<file path="config.mk">
export PLATFORM = sky130hd
export DESIGN_NAME = pe_multimode
export DESIGN_NICKNAME = d
export VERILOG_FILES = /design/src/rtl/pe_multimode.sv
export SDC_FILE = /design/constraint.sdc
export NUM_CORES = 1
export LEC_CHECK = 0
export CORE_ASPECT_RATIO = 0.5
export CORE_MARGIN = 3
export CORE_UTILIZATION = 28
export DETAILED_ROUTE_END_ITERATION = 12
export RECOVER_POWER = 25
export REMOVE_ABC_BUFFERS = 1
export SLEW_MARGIN = 25
export SYNTH_ARGS = -nofsm -noshare
export SYNTH_HDL_FRONTEND = slang
export SYNTH_SLANG_ARGS = --single-unit
</file>
<file path="constraint.sdc">
create_clock -name clk -period 10.5 [get_ports clk]
set_input_delay 1.05 -clock clk [delete_from_list [all_inputs] [get_ports clk]]
set_output_delay 1.05 -clock clk [all_outputs]
set_load 0.01 [all_outputs]
</file>
<file path="src/rtl/pe_multimode.sv">
// pe_multimode: systolic processing element with a runtime weight-stationary (WS) or
// output-stationary (OS) mode, a signed MAC, a double-buffered weight, registered
// east/south forwarding, an OS accumulator drain chain and a sticky overflow flag.
// Optional build macro: PE_SAT_EN. When it is defined, overflowing adds clamp to the
// signed ACC_W range. When it is undefined, overflowing adds wrap.
module pe_multimode #(
    parameter int IN_W  = 8,
    parameter int W_W   = 8,
    parameter int ACC_W = 32
) (
    input  logic             clk,
    input  logic             rst,
    input  logic             pe_enabled,
    input  logic             pe_mode,
    input  logic [ACC_W-1:0] pe_psum_in,
    input  logic             pe_psum_valid_in,
    input  logic [W_W-1:0]   pe_weight_in,
    input  logic             pe_accept_w_in,
    input  logic [IN_W-1:0]  pe_input_in,
    input  logic             pe_valid_in,
    input  logic             pe_switch_in,
    input  logic             pe_drain_in,
    output logic [ACC_W-1:0] pe_psum_out,
    output logic             pe_psum_valid_out,
    output logic [W_W-1:0]   pe_weight_out,
    output logic [IN_W-1:0]  pe_input_out,
    output logic             pe_valid_out,
    output logic             pe_switch_out,
    output logic             pe_ovf_out
);

    localparam int P_W = IN_W + W_W;

    typedef enum logic {
        MODE_WS = 1'b0,
        MODE_OS = 1'b1
    } mode_e;

    // Signed add with overflow detection: bit ACC_W is the overflow flag, the low bits are the sum.
    function automatic logic [ACC_W:0] add_chk(input logic signed [ACC_W-1:0] a,
                                               input logic signed [ACC_W-1:0] b);
        logic signed [ACC_W-1:0] s;
        logic                    ovf;
        s   = a + b;
        ovf = (a[ACC_W-1] == b[ACC_W-1]) && (s[ACC_W-1] != a[ACC_W-1]);
`ifdef PE_SAT_EN
        if (ovf) begin
            s = a[ACC_W-1] ? {1'b1, {(ACC_W-1){1'b0}}} : {1'b0, {(ACC_W-1){1'b1}}};
        end
`endif
        return {ovf, s};
    endfunction

    mode_e                   mode_q, mode_d;
    logic signed [W_W-1:0]   w_act_q, w_act_d;
    logic signed [W_W-1:0]   w_inact_q, w_inact_d;
    logic signed [ACC_W-1:0] acc_q, acc_d;
    logic [ACC_W-1:0]        psum_out_q, psum_out_d;
    logic                    psum_valid_q, psum_valid_d;
    logic [W_W-1:0]          weight_out_q, weight_out_d;
    logic [IN_W-1:0]         input_out_q, input_out_d;
    logic                    valid_out_q, valid_out_d;
    logic                    switch_out_q, switch_out_d;
    logic                    ovf_q, ovf_d;

    logic signed [W_W-1:0]   operand_s;
    logic signed [P_W-1:0]   prod_s;
    logic signed [ACC_W-1:0] prod_ext_s;
    logic [ACC_W:0]          ws_add_s;
    logic [ACC_W:0]          os_add_s;

    // Datapath: operand select (the WS switch bypasses the inactive weight in the same cycle), product and both adds.
    always_comb begin
        operand_s = $signed(pe_weight_in);
        if (mode_q == MODE_WS) begin
            operand_s = pe_switch_in ? w_inact_q : w_act_q;
        end else begin
            operand_s = $signed(pe_weight_in);
        end
        prod_s     = P_W'($signed(pe_input_in)) * P_W'(operand_s);
        prod_ext_s = ACC_W'(prod_s);
        ws_add_s   = add_chk($signed(pe_psum_in), prod_ext_s);
        os_add_s   = add_chk(acc_q, prod_ext_s);
    end

    // Next-state logic: the enable clear has priority, then the mode-change bubble, then normal WS/OS operation.
    always_comb begin
        mode_d       = mode_q;
        w_act_d      = w_act_q;
        w_inact_d    = w_inact_q;
        acc_d        = acc_q;
        psum_out_d   = psum_out_q;
        psum_valid_d = 1'b0;
        weight_out_d = weight_out_q;
        input_out_d  = input_out_q;
        valid_out_d  = 1'b0;
        switch_out_d = 1'b0;
        ovf_d        = ovf_q;

        if (!pe_enabled) begin
            mode_d       = MODE_WS;
            w_act_d      = '0;
            w_inact_d    = '0;
            acc_d        = '0;
            psum_out_d   = '0;
            weight_out_d = '0;
            input_out_d  = '0;
            ovf_d        = 1'b0;
        end else if (mode_e'(pe_mode) != mode_q) begin
            // One bubble: flush mode-specific state and ignore this cycle's stimulus.
            mode_d       = mode_e'(pe_mode);
            w_act_d      = '0;
            w_inact_d    = '0;
            acc_d        = '0;
            psum_out_d   = '0;
            weight_out_d = '0;
        end else begin
            valid_out_d  = pe_valid_in;
            switch_out_d = pe_switch_in;
            if (pe_valid_in) begin
                input_out_d = pe_input_in;
            end else begin
                input_out_d = input_out_q;
            end

            if (mode_q == MODE_WS) begin
                weight_out_d = pe_accept_w_in ? pe_weight_in : '0;
                if (pe_switch_in) begin
                    w_act_d = w_inact_q;
                end else begin
                    w_act_d = w_act_q;
                end
                if (pe_accept_w_in) begin
                    w_inact_d = $signed(pe_weight_in);
                end else begin
                    w_inact_d = w_inact_q;
                end
                if (pe_valid_in) begin
                    psum_out_d   = ws_add_s[ACC_W-1:0];
                    psum_valid_d = 1'b1;
                    ovf_d        = ovf_q | ws_add_s[ACC_W];
                end else begin
                    psum_out_d   = '0;
                    psum_valid_d = 1'b0;
                end
            end else begin
                weight_out_d = pe_valid_in ? pe_weight_in : '0;
                if (pe_drain_in) begin
                    // Drain starts a new tile; an upstream word arriving now is dropped.
                    psum_out_d   = acc_q;
                    psum_valid_d = 1'b1;
                    acc_d        = pe_valid_in ? prod_ext_s : '0;
                end else begin
                    if (pe_valid_in) begin
                        acc_d = os_add_s[ACC_W-1:0];
                        ovf_d = ovf_q | os_add_s[ACC_W];
                    end else begin
                        acc_d = acc_q;
                    end
                    if (pe_psum_valid_in) begin
                        psum_out_d   = pe_psum_in;
                        psum_valid_d = 1'b1;
                    end else begin
                        psum_out_d   = psum_out_q;
                        psum_valid_d = 1'b0;
                    end
                end
            end
        end
    end

    // State and output registers, cleared by the asynchronous reset.
    always_ff @(posedge clk or posedge rst) begin
        if (rst) begin
            mode_q       <= MODE_WS;
            w_act_q      <= '0;
            w_inact_q    <= '0;
            acc_q        <= '0;
            psum_out_q   <= '0;
            psum_valid_q <= 1'b0;
            weight_out_q <= '0;
            input_out_q  <= '0;
            valid_out_q  <= 1'b0;
            switch_out_q <= 1'b0;
            ovf_q        <= 1'b0;
        end else begin
            mode_q       <= mode_d;
            w_act_q      <= w_act_d;
            w_inact_q    <= w_inact_d;
            acc_q        <= acc_d;
            psum_out_q   <= psum_out_d;
            psum_valid_q <= psum_valid_d;
            weight_out_q <= weight_out_d;
            input_out_q  <= input_out_d;
            valid_out_q  <= valid_out_d;
            switch_out_q <= switch_out_d;
            ovf_q        <= ovf_d;
        end
    end

    assign pe_psum_out       = psum_out_q;
    assign pe_psum_valid_out = psum_valid_q;
    assign pe_weight_out     = weight_out_q;
    assign pe_input_out      = input_out_q;
    assign pe_valid_out      = valid_out_q;
    assign pe_switch_out     = switch_out_q;
    assign pe_ovf_out        = ovf_q;

endmodule
</file>
---- Yosys cells after proc, flatten, opt, wreduce, memory -nomap -nowiden ----
Index checks and enable logic that the tools add are counted.
storage, ports and cells
  register bits after elaboration ......... 101
  bits of input ports ..................... 57
  output and inout bits ................... 52
  logic and storage cells ................. 85
operators by class
  bitwise logic cells ..................... 2
  reduce and logical (&&, ||, !) cells .... 6
  multiplexer cells ....................... 47
  eq/ne operators ......................... 16
  $add $sub $neg .......................... 2
  multiply operators ...................... 1
operators with widths
  kind                                                                     count
  32-bit two-way mux                                                       12
  8-bit two-way mux                                                        17
  32-bit by 16-bit adder with 32-bit output                                2
  1-bit two-way mux                                                        18
  8-bit by 8-bit multiplier with 16-bit output                             1
  3-bit by 1-bit inequality test with 1-bit output, second input constant  4
  2-bit AND reduction                                                      3
  5-bit by 4-bit inequality test with 1-bit output, second input constant  1
  2-bit by 1-bit inequality test with 1-bit output, second input constant  2
  4-bit by 1-bit inequality test with 1-bit output, second input constant  1
  4-bit AND reduction                                                      1
  1-bit inequality test                                                    3
  3-bit by 2-bit inequality test with 1-bit output, second input constant  1
  3-bit inequality test, second input constant                             1
  1-bit equality test                                                      2
  1-bit logical AND                                                        2
  2-bit inequality test, second input constant                             1
  1-bit bitwise OR                                                         2

---- Depth between registers and ports, before layout ----
Gate-level depths: netlist of the first run.
  depth in word-level cells ............... 12
  depth in mapped cells ................... 34
  depth with buffers taken out ............ 32

---- Worst setup path after synthesis of the first run ----
OpenSTA, ideal clock, no wires.
  kind .................................... input port to flip-flop
  start point ............................. input pe_switch_in
  end point ............................... register psum_out_q[28] (netlist: pe_psum_out[28])
  data required time ...................... 10.362 ns
  data arrival time ....................... 8.408 ns
  stages on the path ...................... 32
  setup time .............................. 0.138 ns
  path buffers ............................ 1
  slack ................................... 1.954 ns
  cells stage by stage .................... clkbuf_1 > mux2i_1 > nor2_1 > a21oi_1 > nor2b_1 > fa_1 > inv_1 > fa_1 > inv_1 > fa_1 > inv_1 > fa_1 > inv_1 > ha_1 > o21ai_0 > nor2_1 > or4_1 > o2111ai_2 > o21ai_2 > o41ai_4 > xnor2_2 > ha_1 > o21ai_0 > nor3_1 > o211ai_1 > nand2_1 > a41oi_1 > a21oi_1 > a311o_1 > a21oi_1 > xor2_1 > o22ai_1
on the way
  cells in the longest elaborated chain, start to end .. 8
ends and longest elaborated chain
  element                                       line  RTL
  start: declaration                            21    input logic pe_switch_in,
  8-bit two-way mux                             -
  8-bit two-way mux                             75    if (mode_q == MODE_WS) begin
  8-bit by 8-bit multiplier with 16-bit output  80    prod_s = P_W'($signed(pe_input_in)) * P_W'(operand_s);
  32-bit by 16-bit adder with 32-bit output     44    s = a + b;
  32-bit two-way mux                            138   if (pe_valid_in) begin
  32-bit two-way mux                            126   if (mode_q == MODE_WS) begin
  32-bit two-way mux                            109   end else if (mode_e'(pe_mode) != mode_q) begin
  32-bit two-way mux                            100   if (!pe_enabled) begin
  end signal: assignment                        191   psum_out_q <= psum_out_d;
  end: declaration                              58    logic [ACC_W-1:0] psum_out_q, psum_out_d;
Every way passes these cells.
A chain may end at the register's enable or synchronous reset.

---- Worst setup path in the final report of the first run ----
  start point ............................. input pe_switch_in
  end point ............................... register acc_q[31]
on the way
  cells in the longest elaborated chain, start to end .. 9
  elaborated cells between the ends (all ways) .. 10
  those cells by class .................... 1 x add/sub; 1 x mul; 8 x mux
ends and longest elaborated chain
  element                                         line  RTL
  8-bit two-way mux *                             -
  8-bit two-way mux *                             75
  8-bit by 8-bit multiplier with 16-bit output *  80
  32-bit by 16-bit adder with 32-bit output       44
  32-bit two-way mux                              154   if (pe_valid_in) begin
  32-bit two-way mux *                            148   if (pe_drain_in) begin
  32-bit two-way mux *                            126
  32-bit two-way mux *                            109
  32-bit two-way mux *                            100
  end signal: assignment                          178   acc_q <= '0;
  end signal: assignment                          190   acc_q <= acc_d;
  end: declaration                                57    logic signed [ACC_W-1:0] acc_q, acc_d;
Mark *: on every way between the ends. The rest lies on a longest branch, timed or not. The select of a mux whose other input is x is not followed.

==> results of run 1 <==
[cell families (layout without fill, tap and decap cells)]
kind of cell	count (synthesis)	count (layout)	share of synthesized area
simple gates	330	330	0.1563
compound gates	324	324	0.2094
buf+inv	157	248	0.05828
fa+ha+maj	148	148	0.2226
flops	101	101	0.2468
xor+xnor	71	71	0.06145
mux	46	46	0.04520
[area by class of cell]
| class | count | area share |
|---|---|---|
| flip-flops and latches | 101 | 0.2082 |
| clock inverters | 3 | 0.003607 |
| well taps | 475 | 0.04895 |
| multi-input cells | 919 | 0.5881 |
| inverters | 114 | 0.03535 |
| repair buffers | 118 | 0.09439 |
| clock buffers | 13 | 0.02143 |
[how the worst max path moves through the flow]
stage,startpoint,end,slack (ns),cells after the start
CTS,pe_switch_in,acc_q[31]$_DFFE_PP0P_,1.46,33
finish,pe_switch_in,acc_q[31]$_DFFE_PP0P_,1.47,33
floorplan,pe_switch_in,acc_q[31]$_DFFE_PP0P_,2.36,31
global route,pe_switch_in,acc_q[31]$_DFFE_PP0P_,0.80,33
global placement,pe_switch_in,acc_q[31]$_DFFE_PP0P_,1.28,33
detailed placement,pe_switch_in,acc_q[31]$_DFFE_PP0P_,1.12,33
[Yosys cell counts (11+ instances only)]
master,number
clkbuf_1,36
a21oi_1,79
xnor2_1,43
dfrtp_1,101
nor3_1,20
o22ai_1,25
o21bai_1,11
xor2_1,27
o21ai_0,65
ha_1,91
fa_1,57
a21o_1,22
nand3_1,31
nand2_1,93
and2_1,37
nor2b_1,40
a21boi_0,11
nor2_1,76
inv_1,114
a22o_1,27
mux2i_1,44
a211oi_1,13
[flip-flops by register name, summed over array words and instances (netlist names)]
register	cells
pe_valid_out	1
pe_input_out	8
pe_psum_out	32
mode_q	1
pe_ovf_out	1
pe_switch_out	1
acc_q	32
w_inact_q	8
pe_psum_valid_out	1
pe_weight_out	8
w_act_q	8
[power breakdown]
group	internal [mW]	switching, mW
clock	0.198	0.160
sequential	0.439	0.0463
combinational	0.743	1.00
[cells in the final DEF, fill, tap and decap left out, types with 11 or more instances in the layout]
cell type | netlist | final
inv_1 | 114 | 113
clkdlybuf4s50_1 | 0 | 105
nor2_1 | 76 | 76
nor2b_1 | 40 | 40
dfrtp_1 | 101 | 101
a21boi_0 | 11 | 11
nor3_1 | 20 | 19
a21oi_1 | 79 | 79
fa_1 | 57 | 57
xor2_1 | 27 | 27
o21ai_0 | 65 | 65
mux2i_1 | 44 | 44
a21o_1 | 22 | 22
a211oi_1 | 13 | 13
ha_1 | 91 | 91
xnor2_1 | 43 | 42
and2_1 | 37 | 37
nand3_1 | 31 | 31
a22o_1 | 27 | 27
o21bai_1 | 11 | 11
o22ai_1 | 25 | 25
nand2_1 | 93 | 93
[layer usage]
layer,vias to the layer above,GRT usage
li1,4270,-
met1,4147,0.2129
met2,161,0.2381
met3,22,0.02598
met4,0,0.03245
met5,-,0
[worst max-delay path: cells and delay by family]
family	cells	cell delay, ns
mux	1	0.25
compound gates	10	2.24
simple gates	7	0.97
buf+inv	7	1.52
fa+ha+maj	6	2.65
xor+xnor	2	0.55
[through the flow]
stage          cells  power (mW)  utilization
6_report        1743       2.589       0.3444
5_1_grt         1743       2.821       0.3444
3_5_place_dp    1727       2.211       0.3358
4_1_cts         1743       2.585       0.3444
3_3_place_gp    1727       2.209       0.3358
2_1_floorplan   1134       1.788            -
==> metrics, run 1 <==
antenna-violating nets left=0; top layer in use=met4; Static Leak=5.569 nW; detail-routed net length per standard cell=16.76 um; YS warnings=0; port buffer count=roughly 110; Required @ worst endpoint=10.71 ns; Startpoint Class=input port; DRC violations left=0; DR WL met3=roughly 1300 um; RSZ-0062 raised after global routing=no; crit end category=flip-flop; R2R setup slack=2.50 ns; Worst Tran Pin Value=4.299 ns; First-pass DRT Iterations=6; Clock Latency Late Sink=around 0.37 ns; Ports=109; core area=about 0.035 mm^2; Vias/cell=between 4 and 5; H-tree level count=3; Post-synth EDFFs=0; clock transition at the registers of the reported paths=0.07 ns; VDD IR-drop max=roughly 0.0001 V; final worst slack=roughly 1.5 ns; Slew Viols, Final=72; GRT overflow=0; HP Class=reg2reg; TNS Setup=0 ns; failing checks=max-capacitance violations, max-slew violations; multi-input logic area=between 0.007 and 0.008 mm^2; Post-CTS Setup Inserts=0; maximum operating frequency=between 100 and 150 MHz; # fillers=between 3000 and 4000; register area share after synthesis=0.2468; die area=between 0.03 and 0.04 mm^2; TritonCTS clock tree=yes; Tot GR Track Use=0.1496; worst hold slack=a little over 0.5 ns; Yosys reg bits=101; Placed Area=between 0.01 and 0.015 mm^2; GPL Wtd Cong=~0.9; average size of a mapped cell=between 8 and 9 um^2; top_reg_cell synth=dfrtp_1; PostCTS Resize Cnt=0; Final Setup Violations=0; CP max stage delay=roughly 0.8 ns; max_slew headroom=-1.866; largest net degree at the start of global routing=72; Cell Area, Synth=roughly 0.010 mm^2; Num CTS Buffers=9; RR Startpoint=mode_q$_DFFE_PP0P_; met2 wire len=around 13000 um; HP Start=pe_psum_out[12]$_DFFE_PP0P_; initial DRC count=slightly above 600; Starting Density=0.2905; Area contributors post-synth=dfrtp_1, fa_1, ha_1, mux2i_1, inv_1; Die Y=141.2 um; # hold bufs at CTS=0; CTS Root Cell=clkbuf_16; final hold vios=0; Sink Count=just over 100; final period utilization=0.8602; share of layout cells above drive strength 1=0.04101; critical path class=in2reg; power density cells=between 200 and 250 mW/mm^2; reg2reg end=acc_q[31]$_DFFE_PP0P_; Antenna Diode Count=0; hold path cells=1; Area Growth Syn to Fin=18.56%; vias in the first global route=around 8400; first-pass GRT wire length=47050 um; final HPWL from detailed placement=approximately 23000 um; CP max FO=22; CP arrival=a little over 9 ns; Crit-path slowest cell=clkdlybuf4s50_1; Chip Width=276.5 um; post-route minimum period=9.032 ns; Yosys top cell by area=dfrtp_1; maximum root-to-sink buffer count=2; share of flip-flops with an asynchronous set or reset=1.000; hold endpoint=pe_psum_out[12]$_DFFE_PP0P_; Synth cell types=61; Post-layout nets=around 1500; Gate Count Post-Synth=between 1000 and 1500; standard-cell row count=48; vias after detailed routing=8600; status=finished with violations; Design Area, Final=~0.012 mm^2; initial antenna violation count=0; crit-path most repeated cell=inv_1; Met1 Wirelength=about 15000 um; Final Skew=between 0.015 and 0.02 ns; worst r2r path cells=31; Place WS=roughly 1.1 ns; max-cap violations=1; top cell type's share of synthesized area=0.2468; routed wire length=29210 um; FF/Latch Area=between 0.002 and 0.003 mm^2
Power figures use the tool's default switching activity.
==> inputs of run 2 (changes only) <==
Settings changed: CORE_UTILIZATION 28 to 50, PLACE_DENSITY set to 0.72.
==> run 2 against run 1 <==
The flow still finishes with violations (max-capacitance violations, max-slew violations). Die area fell by 43%. Maximum frequency fell by 1.0%. Hold slack got worse by 0.0083 ns. Clock-buffer cell count fell by 3. Critical path depth did not move. Sequential power barely moved. Clock skew fell by 0.0053 ns. Power rose by 0.87%. Register-to-register slack got worse by 0.41 ns. Via count rose by 3.2%. Global-route usage rose by 10 points. Sequential share of layout area rose by 0.40 points. Largest power group unchanged.
==> metrics, run 2 (synthesis gave the netlist of run 1 again) <==
R2R setup slack=between 2 and 2.5 ns; core area=0.01977 mm^2; RSZ-0062 raised after global routing=no; Starting Density=0.5179; PostCTS Resize Cnt=0; maximum root-to-sink buffer count=2; Clk pwr share=0.150; Startpoint Class=input port; Final Setup Violations=0; initial DRC count=660; Setup crit start=pe_switch_in; routed wire length=between 20000 and 30000 um; Post-CTS Setup Inserts=0; final hold vios=0; Psw=around 1.2 mW; Worst Tran Pin Value=approximately 1.9 ns; final HPWL from detailed placement=~21000 um; Comb pwr share=0.666; largest net degree at the start of global routing=63; first-pass GRT wire length=between 40000 and 50000 um; initial antenna violation count=0; Placed Area=about 0.012 mm^2; H-tree level count=3; failing checks=max-capacitance violations, max-slew violations; First-pass DRT Iterations=6; Static Leak=5.639 nW; Ports=roughly 110; Vias/cell=between 5 and 6; Internal Power=between 1 and 1.5 mW; detail-routed net length per standard cell=18.07 um; die area=about 0.022 mm^2; GRT overflow=0; DRC violations left=0; commonest non-fill, non-tap cell in the layout=inv_1; Crit-path slowest cell=clkdlybuf4s50_1; clock transition at the registers of the reported paths=roughly 0.08 ns; CP max stage delay=0.82 ns; Final Skew=around 0.010 ns; Slew Viols, Final=75; post-route minimum period=a little over 9 ns; # hold bufs at CTS=0; share of layout cells above drive strength 1=0.04334; max_slew headroom=-0.2588; crit path capture=acc_q[31]$_DFFE_PP0P_; vias in the first global route=around 9000; # fillers=1700; CP arrival=~9.4 ns; worst r2r path cells=31; Tot GR Track Use=0.2540; critical path class=in2reg; Final Total Pwr=2.612 mW; max-cap violations=2; maximum operating frequency=around 110 MHz; TritonCTS clock tree=yes; Clock Latency Late Sink=between 0.3 and 0.4 ns; Design Area, Final=0.01191 mm^2; CTS Root Cell=clkbuf_16; Chip Width=208.4 um; Antenna Diode Count=0; antenna-violating nets left=0; Sink Count=101; TNS Setup=0 ns; crit end category=flip-flop; power share of the sequential group=0.184; HP Class=reg2reg; GPL Wtd Cong=approximately 0.94; Area Growth Syn to Fin=16.31%; worst hold slack=slightly above 0.5 ns; commonest cells after routing, fill and taps aside=inv_1, dfrtp_1, nand2_1; RR Startpoint=mode_q$_DFFE_PP0P_; vias after detailed routing=around 8900; final period utilization=0.8691; switch share=0.4639; FF/Latch Area=about 0.0025 mm^2; Post-layout nets=~1500; CP max FO=26; Required @ worst endpoint=10.74 ns; VDD IR-drop max=between 0.00009 and 0.0001 V; Num CTS Buffers=9; reg2reg end=acc_q[31]$_DFFE_PP0P_; multi-input logic area=roughly 0.007 mm^2; Die Y=107.2 um; status=finished with violations; port buffer count=roughly 110; power density cells=between 200 and 250 mW/mm^2; standard-cell row count=36
==> run 2: changes by cell type in the layout (fill, tap and decap cells not counted), sizes merged <==
cell	delta
clkinvlp	+2
dlygate4sd3	+20
clkbuf	-4
buf	+2
clkdlybuf4s50	-20
bufinv	+1
inv	+2
clkinv	-2
==> run 2: stage by stage <==
stage	setup WS (ns)	utilization	std cells
floorplan	2.362	-	1134
CTS	1.446	0.6026	1535
finish	1.374	0.6024	1535
global route	0.9476	0.6024	1535
global placement	1.305	0.5859	1519
detailed placement	1.041	0.5859	1519
==> run 2: worst max-delay path, delay by kind of cell <==
family	cells	cell delay [ns]
adders and majority gates	6	2.69
muxes	1	0.25
and+or+nand+nor	6	0.91
xor gates and xnor gates	2	0.49
buffers and inverters	6	1.45
AOI/OAI and AO/OA	12	2.49
==> run 2: power groups by stage <==
stage / combinational, mW / sequential (mW) / clock [mW]
floorplan: 1.30 / 0.487 / 0
detailed placement: 1.71 / 0.489 / 0
global route: 1.93 / 0.488 / 0.411
finish: 1.74 / 0.482 / 0.391
global placement: 1.66 / 0.488 / 0
CTS: 1.72 / 0.481 / 0.396
==> run 2: worst min path at each step <==
stage	startpoint	cells past startpoint	to	slack [ns]
after floorplan	acc_q[2]$_DFFE_PP0P_	2	acc_q[2]$_DFFE_PP0P_	0.48
after global placement	pe_psum_out[27]$_DFFE_PP0P_	2	pe_psum_out[27]$_DFFE_PP0P_	0.49
after detailed placement	pe_psum_out[9]$_DFFE_PP0P_	1	pe_psum_out[9]$_DFFE_PP0P_	0.49
after CTS	pe_psum_out[9]$_DFFE_PP0P_	1	pe_psum_out[9]$_DFFE_PP0P_	0.51
after global routing	pe_psum_out[9]$_DFFE_PP0P_	1	pe_psum_out[9]$_DFFE_PP0P_	0.51
final	pe_psum_out[9]$_DFFE_PP0P_	1	pe_psum_out[9]$_DFFE_PP0P_	0.50
==> run 2: layout make-up <==
cell class | instances | share of cell area
Multi-Input combinational cell | 919 | 0.5988
Sequential cell | 101 | 0.2122
Timing Repair Buffer | 119 | 0.09716
Inverter | 114 | 0.03603
Tap cell | 266 | 0.02794
Clock buffer | 10 | 0.02006
Clock inverter | 6 | 0.007773
==> run 2: layer usage <==
metal / routed length [um] / GRT usage
met1: 12690 / 0.3439
met2: 13040 / 0.4335
met3: 1511 / 0.03625
met4: 503 / 0.06295
met5: 0 / 0
==> inputs of run 3 (changes only) <==
Settings changed: CORE_UTILIZATION 50 to 59, PLACE_DENSITY 0.72 to 0.83.
==> run 3 against run 2 <==
The flow still finishes with violations (max-capacitance violations, max-slew violations). Highest routed layer unchanged. Die area fell by 15%. Utilization up 11 points. Final area fell by 0.45%. Global-route usage increased by 3.5 points. Register-to-register slack got worse by 0.13 ns.
==> metrics, run 3 (synthesis gave the netlist of run 1 again) <==
status=finished with violations; failing checks=max-capacitance violations, max-slew violations; Required @ worst endpoint=between 10 and 15 ns; First-pass DRT Iterations=5; H-tree level count=3; final HPWL from detailed placement=20380 um; crit end category=flip-flop; fin util=0.7108; max_slew headroom=-0.2287; maximum root-to-sink buffer count=2; Design Area, Final=0.01186 mm^2; Antenna Diode Count=0; vias after detailed routing=around 9000; post-route minimum period=between 9 and 10 ns; RR Startpoint=mode_q$_DFFE_PP0P_; Crit-path slowest cell=clkdlybuf4s50_1; clock transition at the registers of the reported paths=~0.070 ns; CTS Root Cell=clkbuf_16; worst r2r path cells=31; Static Leak=around 5.6 nW; port buffer count=approximately 110; detail-routed net length per standard cell=between 15 and 20 um; max-cap violations=2; RSZ-0062 raised after global routing=no; # hold bufs at CTS=0; first-pass GRT wire length=about 45000 um; CP arrival=approximately 9.5 ns; final period utilization=0.8876; final hold vios=0; Chip Width=192.3 um; Sink Count=101; share of layout cells above drive strength 1=0.04186; Ports=roughly 110; Starting Density=0.6139; final worst slack=between 1 and 1.5 ns; Die Y=99.16 um; DRC violations left=0; Final Skew=~0.012 ns; maximum operating frequency=between 100 and 150 MHz; commonest cells after routing, fill and taps aside=inv_1, dfrtp_1, nand2_1; VDD IR-drop max=roughly 0.00011 V; power density cells=220.8 mW/mm^2; Area Growth Syn to Fin=15.78%; CP max stage delay=a little over 0.8 ns; Slew Viols, Final=between 70 and 80; initial antenna violation count=0; standard-cell row count=33; Clock Latency Late Sink=between 0.3 and 0.4 ns; HP Start=pe_psum_out[2]$_DFFE_PP0P_; GRT overflow=0; Vias/cell=~6; TritonCTS clock tree=yes; R2R setup slack=roughly 2.0 ns; Final Setup Violations=0; Placed Area=roughly 0.012 mm^2; core area=about 0.017 mm^2; PostCTS Resize Cnt=0; CP max FO=24; commonest non-fill, non-tap cell in the layout=inv_1; reg2reg end=acc_q[31]$_DFFE_PP0P_; antenna-violating nets left=0; Post-CTS Setup Inserts=0; Num CTS Buffers=9; largest net degree at the start of global routing=between 60 and 70; Worst Tran Pin Value=roughly 1.8 ns; hold path cells=1; die area=0.01907 mm^2; Place WS=1.006 ns; Tot GR Track Use=0.2887; GPL Wtd Cong=0.9782; Startpoint Class=input port; HP Class=reg2reg; # fillers=approximately 1300; hold endpoint=pe_psum_out[2]$_DFFE_PP0P_; critical path class=in2reg; Post-layout nets=between 1000 and 1500; vias in the first global route=around 9000; TNS Setup=0 ns; routed wire length=about 27000 um; initial DRC count=603
-- run 3: cell count changes in the layout (fill, tap and decap cells not counted), moves of 2 or more --
cell / change
clkinvlp_4: -2
dlygate4sd3_1: +2
inv_8: +2
clkdlybuf4s50_1: -2
buf_4: -3
-- run 3: per-layer routing --
| layer | share of wire | global-route usage | wire length [um] | vias to the layer above |
|---|---|---|---|---|
| met4 | 0.018 | 0.06879 | 483 | 0 |
| li1 | - | - | - | 4270 |
| met2 | 0.47 | 0.4860 | 12570 | 337 |
| met5 | 0 | 0 | 0 | - |
| met3 | 0.069 | 0.05387 | 1848 | 47 |
| met1 | 0.44 | 0.3901 | 11930 | 4329 |
-- run 3: metrics by stage --
| stage | std cells | hold WS (ns) | total power [mW] |
|---|---|---|---|
| CTS | 1493 | 0.5031 | 2.593 |
| finish | 1493 | 0.5025 | 2.618 |
| detailed placement | 1477 | 0.4850 | 2.192 |
| floorplan | 1134 | 0.4769 | 1.788 |
| global placement | 1477 | 0.4857 | 2.137 |
| global route | 1493 | 0.5279 | 2.833 |
-- run 3: where the power goes --
part	switching [mW]	internal, mW	total [mW]	leakage [nW]
Clock	0.175	0.217	0.392	0.167
Combinational	1.00	0.742	1.74	4.10
Sequential	0.0434	0.439	0.482	1.38
-- run 3: worst max path at each step --
| stage | slack (ns) | end | start | depth (start not counted) |
|---|---|---|---|---|
| final | 1.18 | acc_q[31]$_DFFE_PP0P_ | pe_switch_in | 33 |
| after global routing | 0.69 | acc_q[31]$_DFFE_PP0P_ | pe_switch_in | 33 |
| after CTS | 1.27 | acc_q[31]$_DFFE_PP0P_ | pe_switch_in | 33 |
| after detailed placement | 1.01 | acc_q[31]$_DFFE_PP0P_ | pe_switch_in | 33 |
| after global placement | 1.20 | acc_q[31]$_DFFE_PP0P_ | pe_switch_in | 33 |
| after floorplan | 2.36 | acc_q[31]$_DFFE_PP0P_ | pe_switch_in | 31 |
-- run 3: layout make-up --
cell class,instances,area [um^2],share of cell area
clock buffer,9,225.2,0.01899
sequential,101,2527,0.2131
multi-input combinational,919,7141,0.6022
timing repair buffer,116,1135,0.09571
inverter,114,429.2,0.03619
tap,227,284.0,0.02395
clock inverter,7,116.4,0.009813
-- run 3: critical path: cells and delay by family --
kind | cells | cell delay (ns)
adder cells (fa/ha/maj) | 6 | 2.67
AO/OA/AOI/OAI | 11 | 2.45
buffers and inverters | 6 | 1.40
AND/OR/NAND/NOR | 7 | 1.11
XOR/XNOR | 2 | 0.58
multiplexers | 1 | 0.26
